## src/rtl/rggen_irq_coalescer_if.sv

```systemverilog
// Signal bundle between the status/enable register fields and the IRQ coalescer.
// The master side drives the register-derived controls; the slave side returns IRQ and event count.
interface rggen_irq_coalescer_if #(
  parameter int WIDTH       = 1,
  parameter int COUNT_WIDTH = 4,
  parameter int TIMER_WIDTH = 8
);
  logic [WIDTH-1:0]       i_status;
  logic [WIDTH-1:0]       i_enable;
  logic                   i_coalesce;
  logic [COUNT_WIDTH-1:0] i_threshold;
  logic [TIMER_WIDTH-1:0] i_timeout;
  logic                   o_irq;
  logic [COUNT_WIDTH-1:0] o_count;

  modport master (
    output i_status, i_enable, i_coalesce, i_threshold, i_timeout,
    input  o_irq, o_count
  );

  modport slave (
    input  i_status, i_enable, i_coalesce, i_threshold, i_timeout,
    output o_irq, o_count
  );
endinterface

```

## src/rtl/rggen_irq_coalescer.sv

```systemverilog
// Interrupt coalescer: counts newly raised enabled status bits and raises one registered IRQ
// on a count threshold or timeout, holding it until every pending enabled bit is cleared.
module rggen_irq_coalescer #(
  parameter int WIDTH       = 1,
  parameter int COUNT_WIDTH = 4,
  parameter int TIMER_WIDTH = 8
) (
  input logic clk,
  input logic rst,
  rggen_irq_coalescer_if.slave bus
);

  localparam int INC_W = $clog2(WIDTH + 1);
  localparam int SUM_W = ((COUNT_WIDTH > INC_W) ? COUNT_WIDTH : INC_W) + 1;
  localparam logic [COUNT_WIDTH-1:0] COUNT_MAX = '1;
  localparam logic [TIMER_WIDTH-1:0] TIMER_MAX = '1;

  typedef enum logic [1:0] {
    ST_IDLE,
    ST_COLLECT,
    ST_ASSERT
  } state_e;

  state_e                 state_q;
  state_e                 next_state;
  logic [WIDTH-1:0]       active_q;
  logic [COUNT_WIDTH-1:0] count_q;
  logic [TIMER_WIDTH-1:0] timer_q;
  logic                   irq_q;

  logic [WIDTH-1:0]       active;
  logic [WIDTH-1:0]       rise;
  logic [INC_W-1:0]       inc;
  logic [SUM_W-1:0]       sum;
  logic [COUNT_WIDTH-1:0] count_next;
  logic [COUNT_WIDTH-1:0] thr_eff;
  logic                   fire;

  assign active = bus.i_status & bus.i_enable;
  assign rise   = active & ~active_q;

  always_comb begin
    inc = '0;
    for (int i = 0; i < WIDTH; i++) begin
      inc = inc + INC_W'(rise[i]);
    end
  end

  // Count is frozen while the IRQ is up; otherwise it accumulates with a saturating add.
  always_comb begin
    sum        = SUM_W'(count_q) + SUM_W'(inc);
    count_next = count_q;
    if (state_q != ST_ASSERT) begin
      count_next = (sum > SUM_W'(COUNT_MAX)) ? COUNT_MAX : sum[COUNT_WIDTH-1:0];
    end
    thr_eff = (bus.i_threshold == '0) ? COUNT_WIDTH'(1) : bus.i_threshold;
    fire    = !bus.i_coalesce
              || (count_next >= thr_eff)
              || ((bus.i_timeout != '0) && (timer_q == bus.i_timeout - TIMER_WIDTH'(1)));
  end

  always_comb begin
    next_state = state_q;
    case (state_q)
      ST_IDLE: begin
        if (rise != '0) begin
          next_state = fire ? ST_ASSERT : ST_COLLECT;
        end
      end
      ST_COLLECT: begin
        if (active == '0) begin
          next_state = ST_IDLE;
        end else if (fire) begin
          next_state = ST_ASSERT;
        end
      end
      ST_ASSERT: begin
        if (active == '0) begin
          next_state = ST_IDLE;
        end
      end
      default: next_state = ST_IDLE;
    endcase
  end

  // Returning to IDLE always wipes count and timer; the timer only runs while collecting.
  always_ff @(posedge clk or posedge rst) begin
    if (rst) begin
      state_q  <= ST_IDLE;
      active_q <= '0;
      count_q  <= '0;
      timer_q  <= '0;
      irq_q    <= 1'b0;
    end else begin
      state_q  <= next_state;
      active_q <= active;
      irq_q    <= (next_state == ST_ASSERT);
      if (next_state == ST_IDLE) begin
        count_q <= '0;
        timer_q <= '0;
      end else begin
        count_q <= count_next;
        if ((state_q == ST_COLLECT) && (timer_q != TIMER_MAX)) begin
          timer_q <= timer_q + TIMER_WIDTH'(1);
        end
      end
    end
  end

  assign bus.o_irq   = irq_q;
  assign bus.o_count = count_q;

endmodule

```

## src/flat_wrapper.sv

```systemverilog
// flat-port wrapper written by rule: the top's interface ports become plain ports
module rggen_irq_coalescer_flat 
#(
  parameter int WIDTH       = 1,
  parameter int COUNT_WIDTH = 4,
  parameter int TIMER_WIDTH = 8
)
  (clk, rst, bus_i_status, bus_i_enable, bus_i_coalesce, bus_i_threshold, bus_i_timeout, bus_o_irq, bus_o_count);
  rggen_irq_coalescer_if #(.WIDTH(WIDTH), .COUNT_WIDTH(COUNT_WIDTH), .TIMER_WIDTH(TIMER_WIDTH)) bus_i ();
  input logic clk;
  input logic rst;
  input wire logic [$bits(bus_i.i_status)-1:0] bus_i_status;
  input wire logic [$bits(bus_i.i_enable)-1:0] bus_i_enable;
  input wire logic [$bits(bus_i.i_coalesce)-1:0] bus_i_coalesce;
  input wire logic [$bits(bus_i.i_threshold)-1:0] bus_i_threshold;
  input wire logic [$bits(bus_i.i_timeout)-1:0] bus_i_timeout;
  output wire logic [$bits(bus_i.o_irq)-1:0] bus_o_irq;
  output wire logic [$bits(bus_i.o_count)-1:0] bus_o_count;
  assign bus_i.i_status = bus_i_status;
  assign bus_i.i_enable = bus_i_enable;
  assign bus_i.i_coalesce = bus_i_coalesce;
  assign bus_i.i_threshold = bus_i_threshold;
  assign bus_i.i_timeout = bus_i_timeout;
  assign bus_o_irq = bus_i.o_irq;
  assign bus_o_count = bus_i.o_count;
  rggen_irq_coalescer #(.WIDTH(WIDTH), .COUNT_WIDTH(COUNT_WIDTH), .TIMER_WIDTH(TIMER_WIDTH)) u_core (.clk(clk), .rst(rst), .bus(bus_i));
endmodule
```

## config.mk

```make
export PLATFORM = sky130hd
export DESIGN_NAME = rggen_irq_coalescer_flat
export DESIGN_NICKNAME = d
export VERILOG_FILES = /design/src/rtl/rggen_irq_coalescer_if.sv /design/src/rtl/rggen_irq_coalescer.sv /design/src/flat_wrapper.sv
export SDC_FILE = /design/constraint.sdc
export NUM_CORES = 1
export LEC_CHECK = 0
export CAP_MARGIN = 20
export CORE_UTILIZATION = 50
export CTS_CLUSTER_SIZE = 14
export DETAILED_ROUTE_END_ITERATION = 12
export GPL_TIMING_DRIVEN = 0
export PLACE_DENSITY = 0.87
export SETUP_SLACK_MARGIN = 0.5
export SYNTH_ARGS = -nofsm -noshare
export SYNTH_HDL_FRONTEND = slang
export SYNTH_SLANG_ARGS = --single-unit
```

## constraint.sdc

```tcl
create_clock -name clk -period 2.9 [get_ports clk]
set_clock_uncertainty 0.15 [all_clocks]
set_input_delay 0.87 -clock clk [delete_from_list [all_inputs] [get_ports clk]]
set_output_delay 0.87 -clock clk [all_outputs]
set_load 0.01 [all_outputs]
```

# After elaboration in Yosys (flattened, before gate mapping)
# Index checks and enable logic that the tools add are counted.
# W data, S select, Z words.
# classes
eq_ne	6
n_lt_le_gt_ge	2
muxes	12
n_addsub	3
n_reduce_logical	10
bitwise_logic	3
# op_table
cell	n
$mux W4	4
$mux W8	2
$mux W2	5
$add A8 B1 Y8 const B	1
$eq A8 B8 Y1	1
$ne A8 B8 Y1 const B	1
$reduce_bool A8 Y1	1
$sub A8 B1 Y8 const B	1
$pmux W2 S3	1
$add A4 B1 Y5	1
$gt A5 B4 Y1 const B	1
$eq A2 B2 Y1 const B	2
$ge A4 B4 Y1	1
$logic_not A2 Y1	2
$logic_not A4 Y1	1
$and A1 B1 Y1	2
$eq A2 B1 Y1 const B	1
$logic_and A1 B1 Y1	2
$logic_or A1 B1 Y1	2
$ne A2 B2 Y1 const B	1
$reduce_bool A2 Y1	1
$logic_not A1 Y1	1
$not A1 Y1	1
# totals
output_inout_bits	5
ff_bits	16

# Depth between registers and ports, before layout
# Gate-level depths: netlist of run 1.
# logic_depth
ltp_word	14
depth_mapped	13
ltp_nobuf	13

# Least setup slack after synthesis of run 1
# Ideal clock, no wire load.
# synth_path
kind	input -> register
startpoint	input bus_i_status
endpoint	register u_core.state_q[1]
n_path_buf	0
stages	13
t_arrival_ns	2.733
setup_slack_ns	-0.120
setup_time_ns	0.137
required_ns	2.613
path_cell_list	nand2_1 > nor2_1 > ha_1 > ha_1 > a31oi_1 > nor2_1 > a21oi_1 > ha_1 > nand2b_1 > a21o_1 > a21o_1 > a21oi_1 > a31oi_1
# synth_via
elab_chain_len	12
word_cells_on_any_way	15
# synth_rtl
element	line_no	rtl
start: declaration	flat_wrapper.sv:12	input wire logic [$bits(bus_i.i_status)-1:0] bus_i_status;
$and A1 B1 Y1 (*)	rggen_irq_coalescer.sv:39	assign active = bus.i_status & bus.i_enable;
$and A1 B1 Y1	rggen_irq_coalescer.sv:40	assign rise = active & ~active_q;
$add A4 B1 Y5	rggen_irq_coalescer.sv:51	sum = SUM_W'(count_q) + SUM_W'(inc);
$gt A5 B4 Y1	rggen_irq_coalescer.sv:54	count_next = (sum > SUM_W'(COUNT_MAX)) ? COUNT_MAX : sum[COUNT_WIDTH-1:0];
$mux W4	rggen_irq_coalescer.sv:54	
$mux W4	rggen_irq_coalescer.sv:53	if (state_q != ST_ASSERT) begin
$ge A4 B4 Y1	rggen_irq_coalescer.sv:58	|| (count_next >= thr_eff)
$logic_or A1 B1 Y1	rggen_irq_coalescer.sv:58	
$logic_or A1 B1 Y1	rggen_irq_coalescer.sv:59	|| ((bus.i_timeout != '0) && (timer_q == bus.i_timeout - TIMER_WIDTH'(1)));
$mux W2, on equally long branches	rggen_irq_coalescer.sv:73, rggen_irq_coalescer.sv:67	
$mux W2, on equally long branches	rggen_irq_coalescer.sv:71, rggen_irq_coalescer.sv:66	
$pmux W2 S3 (*)	rggen_irq_coalescer.sv:64	case (state_q)
named net u_core.next_state[1]	rggen_irq_coalescer.sv:25	state_e next_state;
end signal: assignment	rggen_irq_coalescer.sv:95	state_q <= next_state;
end: declaration	rggen_irq_coalescer.sv:24	state_e state_q;
# The timed path passes the listed nets; every way through them passes the cells marked *.
# A chain may end at the register's enable or synchronous reset.

# Worst setup path after layout of run 1
# Ends and elaborated chain as after synthesis.

==> results of run 1 <==
-- power by group through the flow --
stage | sequential (mW) | clock, mW | combinational [mW]
after floorplan | 0.233 | 0 | 0.0486
after global placement | 0.233 | 0 | 0.0873
after detailed placement | 0.233 | 0 | 0.0907
after CTS | 0.229 | 0.147 | 0.100
after global routing | 0.230 | 0.160 | 0.117
final | 0.229 | 0.146 | 0.106
-- what timing repair did --
action,4_1_cts,5_1_grt
setup endpoints to repair,3,3
pin swaps,9,12
resized for setup,20,9
buffers inserted,6,2
endpoints found under the hold margin,0,0
-- synth_stat cells (2+ instances only) --
cell type / count / area share (%)
nor2_1: 17 / 5.4
dfrtp_1: 16 / 34
inv_1: 10 / 3.1
ha_1: 8 / 8.4
nand2_1: 7 / 2.2
xnor2_1: 7 / 5.1
xor2_1: 7 / 5.1
a21oi_1: 6 / 2.5
nand3_1: 6 / 2.5
nor2b_1: 6 / 3.1
a31oi_1: 5 / 2.6
nor3_1: 4 / 1.7
a21o_1: 3 / 1.9
nand2b_1: 3 / 1.6
o21ai_1: 3 / 1.3
a31o_2: 2 / 1.5
and3_1: 2 / 1.0
nand4_1: 2 / 1.0
o21a_1: 2 / 1.3
-- layer usage --
layer | GRT usage (%) | up-vias
met5 | 0 | -
met4 | 2.78 | 0
met3 | 4.46 | 0
met2 | 40.9 | 21
met1 | 26.3 | 527
li1 | - | 540
-- cell families after synthesis --
family,after synthesis
simple gates,55
compound gates,28
flops,16
xor+xnor,14
buf+inv,13
fa+ha+maj,8
mux,1
-- worst max-delay path: cells and delay by family --
| family | cells | cell delay (ps) |
|---|---|---|
| AO/OA/AOI/OAI | 6 | 920 |
| adder cells (fa/ha/maj) | 3 | 620 |
| buffers and inverters | 2 | 240 |
| AND/OR/NAND/NOR | 2 | 90 |
-- layout by cell type (no fill, tap or decap), types with 2 or more instances in the layout --
master / count
nor3_1: 4
nand4_1: 2
a21oi_1: 3
clkdlybuf4s50_1: 16
and3_1: 2
inv_1: 10
a21oi_2: 3
buf_4: 9
a21o_1: 3
nand2_1: 6
clkbuf_2: 2
nor2_1: 15
dfrtp_1: 16
nor2b_1: 6
nand2b_1: 2
ha_4: 2
clkbuf_4: 3
xnor2_1: 7
buf_8: 2
o21a_1: 2
ha_1: 6
a31o_2: 2
nand3_1: 6
o21ai_1: 3
xor2_1: 7
a31oi_1: 4
-- cell type report --
type	count	area share, %
multi-input cells	106	50.4
plain buffers	3	1.39
well taps	28	2.16
inverters	10	2.31
repair buffers	29	16.8
clock buffers	4	2.24
flip-flops and latches	16	24.7
-- flip-flops by register name (all words and copies together) (netlist names) --
register / cells
u_core.state_q: 2
u_core.timer_q: 8
u_core.bus.o_count: 4
u_core.active_q: 1
u_core.bus.o_irq: 1
-- through the flow --
| stage | hold WS [ps] | setup TNS, ps |
|---|---|---|
| global placement | 432 | -1930 |
| global route | 477 | 0 |
| floorplan | 398 | 0 |
| CTS | 461 | 0 |
| finish | 459 | 0 |
| detailed placement | 440 | -2110 |
-- path summary, 6_finish.rpt --
path	startpoint	endpoint	slack [ps]
max	bus_i_status	u_core.state_q[1]$_DFF_PP0_	150
max reg2reg	u_core.bus.o_count[0]$_DFF_PP0_	u_core.state_q[1]$_DFF_PP0_	460
min reg2reg	u_core.timer_q[6]$_DFFE_PP0P_	u_core.timer_q[6]$_DFFE_PP0P_	460
min in group asynchronous	rst	u_core.timer_q[2]$_DFFE_PP0P_	790
max in group asynchronous	rst	u_core.timer_q[6]$_DFFE_PP0P_	1420
min	u_core.timer_q[6]$_DFFE_PP0P_	u_core.timer_q[6]$_DFFE_PP0P_	460
==> results.ini, run 1 <==
[final_layout]
area_growth_pct=36.0
nFillCells=175
layout-drive-gt1-share_pct=21.4
fin_util_pct=72.6
layout.nets=194
instances_no_fill=196
multi_input_area_sq_um=817
final_cell_area_sq_um=1620
antenna_cells=0
register_area_sq_um=400

[clock_tree]
max-clock-path-buffers=2
clock-sinks=16
cts_root_buf=clkbuf_4
clk_pin_slew_worst_paths_ps=90
holdBufCountCts=0
cts_tree=yes
h-tree-depth=1
cts_buffers=3
clk_latency_ps=280

[floorplan]
die-area_sq_um=2580
num_rows=17
die_y_microns=50.8
core_sq_um=2230
dieWidth_microns=50.8
pin_count=22
start_util_pct=53.4

[grt]
grt_antenna_before_repair=0
grt_pass1_vias=1024
grt_max_degree=17
overflow=0
grt_pass1_wl_microns=4300
grt.total_usage_pct=21.9

[power]
p_sw_uw=122
pwr-share-clk_pct=30.3
intPower_uw=359
leakagePower_nw=0.726
power_uw=482
ir_drop_v=0.000291
p_sw_share_pct=25.4
p_seq_share_pct=47.6
power_frac_comb_pct=22.1
pwr_density_cell_nw_per_um2=297

[setup_path]
crit_path_end_kind=flop
slowest_stage=ha_1
cp.required_ps=2910
crit_type=input port to flop
critPathMaxStageDelay_ps=300
path_cells=buf_8 -> nand2_8 -> nor2_4 -> ha_4 -> ha_4 -> buf_4 -> a31oi_1 -> o21ai_1 -> ha_1 -> a21o_1 -> a21o_1 -> a21oi_2 -> a31oi_1
r2r_cells=10
arrival_ps=2760
worst-path-max-fanout=3
start_kind=input port

[logic_synthesis]
synth_xor_area_share_pct=10.3
syn-cell-area_sq_um=1190
synth_warnings=0
synth_simple_gate_area_share_pct=25.7
synthAdderAreaFrac_pct=8.39
synth_top_family_by_area=simple AND/OR/NAND/NOR gates
yosysSeqAreaShare_pct=33.6
synthCells=135
synth_nets=160
synthMuxAreaShare_pct=0.839
synth-edff-count=0
synth-async-reset-ratio_pct=100
synth-seq-cells=16
avgSynthCellArea_sq_um=8.83
ys_types=38
dominantRegCellSynth=dfrtp_1
synth-compound-area-share_pct=16.2

[sta]
finalHoldViolCount=0
worst_slack_ps=151
setup_violations=0
fin_crit_sh_pct=94.8
period_needed_ps=2750
worst_pin_slew_ps=600
slew_headroom_pct=60.0
fmax_mhz=364
drv_slew=0
rsz0062_at_grt=yes

[placed_design]
place.gp.congestion=0.800
post_dp_cell_area_sq_um=1480
dp_hpwl_microns=1900
port_buffers=21
dp_worst_setup_slack_ps=-710
dp.cells=184

[drt]
route.top_layer_used=met3
drt_first_pass_iters=4
drt-initial-drc-count=19
met3_length_microns=86
viasPerCell=5.55
ant_nets=0
wl_met2_microns=1360
wl_met1_microns=1150
vias=1088
wl_microns=2600
drc=0
wl_per_cell_microns=13.2

[min_path]
hp-class=flop to flop
hold_depth=2

[run]
maxCapViolCount=0

[run_status]
status=complete, no violations

No activity file was read; power rests on OpenSTA's default activity.
==> inputs of run 2 (changes only) <==
--- a/config.mk
+++ b/config.mk
@@ -9,7 +9,7 @@
 export CORE_UTILIZATION = 50
 export CTS_CLUSTER_SIZE = 14
 export DETAILED_ROUTE_END_ITERATION = 12
-export GPL_TIMING_DRIVEN = 0
+export GPL_TIMING_DRIVEN = 1
 export PLACE_DENSITY = 0.87
 export SETUP_SLACK_MARGIN = 0.5
 export SYNTH_ARGS = -nofsm -noshare
==> run 2 against run 1 <==
Die area unchanged. Count of clock-buffer cells in the layout unchanged. Worst setup slack got worse by 3.9 ps. Cell count increased by 4.6%. Combinational power increased by 25%. Power increased by 6.4%. Worst hold slack got worse by 3.4 ps. Clock power increased by 3%. Critical endpoint is now u_core.state_q[0]$_DFF_PP0_.
==> results.ini, run 2 (same netlist as run 1, synthesis figures left out) <==
[drt]
wl_microns=3200
wl_per_cell_microns=15.6
drt-initial-drc-count=31
ant_nets=0
vias=1139
drt_first_pass_iters=4
drc=0
viasPerCell=5.56

[final_layout]
layout.nets=203
largest_reg_flops=8
antenna_cells=0
layout_commonest_cell=dfrtp_1
instances_no_fill=205
most-common-layout-cells=dfrtp_1 (16), nor2_1 (15), clkdlybuf4s50_1 (15)
layout-drive-gt1-share_pct=27.1
area_growth_pct=46.8
top_register=u_core.timer_q

[sta]
worst_pin_slew_ps=593
drv_slew=0
setup_violations=0
fin_crit_sh_pct=94.9
finalHoldViolCount=0
worst_slack_ps=147
whs_ps=455
slew_headroom_pct=60.5
rsz0062_at_grt=yes
setup_tns_ps=0
fmax_mhz=363
period_needed_ps=2750

[clock_tree]
max-clock-path-buffers=2
cts_buffers=3
clk_latency_ps=290
cts_root_buf=clkbuf_4
clk_pin_slew_worst_paths_ps=100
clock-sinks=16
h-tree-depth=1
cts_tree=yes

[min_path]
hp-class=flop to flop

[setup_path]
start_kind=input port
path_cells=buf_8 -> nand2_8 -> nor2_4 -> ha_4 -> ha_4 -> a31oi_1 -> nor2_1 -> a21oi_2 -> ha_1 -> nand2b_4 -> a21o_1 -> a21o_1 -> a21oi_2 -> and3_4
worst-path-max-fanout=3
critPathBufInv=1
cp.required_ps=2990
crit_path_end_kind=flop
slowest_stage=ha_1
arrival_ps=2840
crit_type=input port to flop
critPathMaxStageDelay_ps=270
cp_top_family=compound AO/OA/AOI/OAI gates

[floorplan]
dieWidth_microns=50.8
start_util_pct=53.4
die-area_sq_um=2580
core_sq_um=2230
num_rows=17
pin_count=22
die_y_microns=50.8

[grt]
grt_pass1_wl_microns=4940
grt_pass1_vias=1084
overflow=0
grt.total_usage_pct=26.4
grt_antenna_before_repair=0
grt_max_degree=17

[placed_design]
port_buffers=21
dp.cells=191
dp_worst_setup_slack_ps=-574
dp_hpwl_microns=2140
place.gp.congestion=0.834

[power]
pwr_density_cell_nw_per_um2=293
leakagePower_nw=0.794
ir_drop_v=0.000291

[run_status]
status=complete, no violations

[run]
maxCapViolCount=0

run 2: cell types whose count changed in the layout (fill, tap and decap cells not counted), sizes merged:
cell and delta:
clkbuf -3, buf +10, clkdlybuf4s50 -1, dlymetal6s2s +1
dlygate4sd2 +2
run 2: through the flow:
stage	area (sq um)	power [mW]	utilization, %
after floorplan	1230	0.282	-
after global placement	1530	0.327	68.4
after detailed placement	1530	0.332	68.4
after CTS	1690	0.502	75.7
after global routing	1750	0.532	78.4
final	1750	0.513	78.4
run 2: cell type report:
class	count	area [sq um]
multi-input combinational	106	842
fill	147	483
sequential	16	400
timing repair buffer	41	399
inverter	10	37.5
clock buffer	4	36.3
tap	28	35.0
run 2: path summary, 6_finish.rpt:
path	startpoint	cells past startpoint	slack, ps	to
max in group asynchronous	rst	2	1440	u_core.timer_q[7]$_DFFE_PP0P_
worst min register to register	u_core.timer_q[6]$_DFFE_PP0P_	2	460	u_core.timer_q[6]$_DFFE_PP0P_
worst max-delay path	bus_i_status	14	150	u_core.state_q[0]$_DFF_PP0_
min in group asynchronous	rst	2	780	u_core.timer_q[6]$_DFFE_PP0P_
worst min-delay path	u_core.timer_q[6]$_DFFE_PP0P_	2	460	u_core.timer_q[6]$_DFFE_PP0P_
worst max register to register	u_core.active_q$_DFF_PP0_	12	420	u_core.state_q[0]$_DFF_PP0_
run 2: worst register-to-register path, cell delays in order (launching register included):
cell	delay [ps]
dfrtp_1	420
nor2_4	130
ha_4	140
ha_4	130
a31oi_1	70
nor2_1	180
a21oi_2	60
ha_1	320
nand2b_4	160
a21o_1	150
a21o_1	150
a21oi_2	170
and3_4	200
run 2: per-layer routing:
layer / track usage (%) / part of all wire (%) / routed length (microns) / up-vias
met2: 50.7 / 54 / 1730 / 29
li1: - / - / - / 558
met5: 0 / 0 / 0 / -
met4: 10.6 / 2.7 / 85 / 0
met1: 29.1 / 40 / 1290 / 544
met3: 2.98 / 3.0 / 95 / 8
run 2: what timing repair did:
item,in CTS,in global routing
setup endpoints to repair,3,4
pin swaps,13,9
setup buffers,9,1
gates resized for setup,25,13
hold buffers,0,0
run 2: power by group:
part           switching [mW]  internal, mW  total (mW)
Clock                  0.0739        0.0765       0.150
Combinational          0.0588        0.0737       0.133
Sequential            0.00350         0.226       0.230
==> inputs of run 3 (changes only) <==
--- a/config.mk
+++ b/config.mk
@@ -6,6 +6,7 @@
 export NUM_CORES = 1
 export LEC_CHECK = 0
 export CAP_MARGIN = 20
+export CORE_MARGIN = 2
 export CORE_UTILIZATION = 50
 export CTS_CLUSTER_SIZE = 14
 export DETAILED_ROUTE_END_ITERATION = 12
@@ -15,3 +16,4 @@
 export SYNTH_ARGS = -nofsm -noshare
 export SYNTH_HDL_FRONTEND = slang
 export SYNTH_SLANG_ARGS = --single-unit
+export TNS_END_PERCENT = 5
==> run 3 against run 2 <==
Die area is 8.0% higher. Combinational power is 17% lower. First-iteration DRC count is 29% lower. Count of clock-buffer cells in the layout stayed put. Design area is 3.8% lower. Sequential power hardly changed. Sequential cell count stayed put. Via count is 1.4% lower. Maximum frequency is 0.36% lower. Critical endpoint unchanged. Largest cell class unchanged. Highest routed layer unchanged.
==> results.ini, run 3 (same netlist as run 1, synthesis figures left out) <==
[placed_design]
dp_hpwl_microns=2070
place.gp.congestion=0.834
post_dp_cell_area_sq_um=1540
dp.cells=192
port_buffers=21
dp_worst_setup_slack_ps=-586

[setup_path]
cp.required_ps=2940
crit_type=input port to flop
arrival_ps=2800
worst-path-max-fanout=4
start_kind=input port
crit_path_end_kind=flop

[grt]
grt_max_degree=17
grt_antenna_before_repair=0
grt_pass1_wl_microns=4880
grt.total_usage_pct=23.6
overflow=0
grt_pass1_vias=1168

[clock_tree]
clk_pin_slew_worst_paths_ps=90
clk_latency_ps=280
cts_tree=yes
h-tree-depth=1
holdBufCountCts=0
cts_root_buf=clkbuf_4
cts_buffers=3
clock-sinks=16
max-clock-path-buffers=2

[sta]
fmax_mhz=362
worst_pin_slew_ps=597
finalHoldViolCount=0
rsz0062_at_grt=yes
setup_tns_ps=0
period_needed_ps=2760
worst_slack_ps=137
drv_slew=0
fin_crit_sh_pct=95.3
setup_violations=0
slew_headroom_pct=60.2

[final_layout]
top_register=u_core.timer_q
area_growth_pct=41.2
final_cell_area_sq_um=1680
layout.nets=201
layout-drive-gt1-share_pct=24.6
register_area_sq_um=400
largest_reg_flops=8
layout_commonest_cell=buf_4
multi_input_area_sq_um=816
antenna_cells=0
instances_no_fill=203
nFillCells=172
most-common-layout-cells=buf_4 (17), nor2_1 (16), clkdlybuf4s50_1 (16), dfrtp_1 (16), inv_1 (10)

[floorplan]
die_y_microns=52.8
core_sq_um=2230
start_util_pct=53.4
dieWidth_microns=52.8
pin_count=22
num_rows=17
die-area_sq_um=2790

[power]
power_uw=486
pwr_density_cell_nw_per_um2=289
ir_drop_v=0.000413
leakagePower_nw=0.768

[drt]
drt-initial-drc-count=22
vias=1123
drt_first_pass_iters=5
drc=0
ant_nets=0
viasPerCell=5.53
wl_microns=2830
wl_per_cell_microns=13.9

[run_status]
status=complete, no violations

[min_path]
hp-class=flop to flop

[run]
maxCapViolCount=0

## run 3: layout make-up
class / instances / area share (%)
sequential: 16 / 23.8
multi-input combinational: 106 / 48.4
tap: 28 / 2.08
clock buffer: 4 / 2.15
timing repair buffer: 39 / 21.3
inverter: 10 / 2.23
## run 3: per-layer routing
layer	share of wire, %	GRT usage [%]	routed length [microns]	vias up
li1	-	-	-	559
met1	42	27.2	1180	535
met2	54	45.6	1530	27
met3	4.0	4.29	113	2
met4	0.21	2.99	6	0
met5	0	0	0	-
## run 3: final timing paths
check                      depth (start not counted)  slack (ps)                            start                               to
setup / recovery                                   7         140                 bus_i_timeout[4]      u_core.state_q[0]$_DFF_PP0_
hold / removal                                     2         460    u_core.timer_q[6]$_DFFE_PP0P_    u_core.timer_q[6]$_DFFE_PP0P_
setup reg to reg                                  11         480  u_core.bus.o_count[0]$_DFF_PP0_      u_core.state_q[0]$_DFF_PP0_
hold reg to reg                                    2         460    u_core.timer_q[6]$_DFFE_PP0P_    u_core.timer_q[6]$_DFFE_PP0P_
max in group asynchronous                          2        1430                              rst    u_core.timer_q[0]$_DFFE_PP0P_
min in group asynchronous                          2         790                              rst  u_core.bus.o_count[1]$_DFF_PP0_
## run 3: critical path: stages
cell,delay [ps]
clkdlybuf4s50_1,590
nor4_4,80
buf_4,150
and3_2,210
o21a_1,180
or4b_4,530
and3_4,190
## run 3: timing repair
item	CTS	global route
pin swaps	13	8
endpoints found under the setup margin	4	3
setup buffers	5	2
resized for setup	23	3
## run 3: where the power goes
part | internal [mW] | switching, mW
sequential | 0.226 | 0.00334
combinational | 0.0604 | 0.0507
clock | 0.0765 | 0.0691
total | 0.363 | 0.123
## run 3: metrics by stage
step | util (%) | hold slack [ps]
2_1_floorplan | - | 398
3_3_place_gp | 68.7 | 408
3_5_place_dp | 68.7 | 435
4_1_cts | 74.1 | 460
5_1_grt | 75.4 | 471
6_report | 75.4 | 461
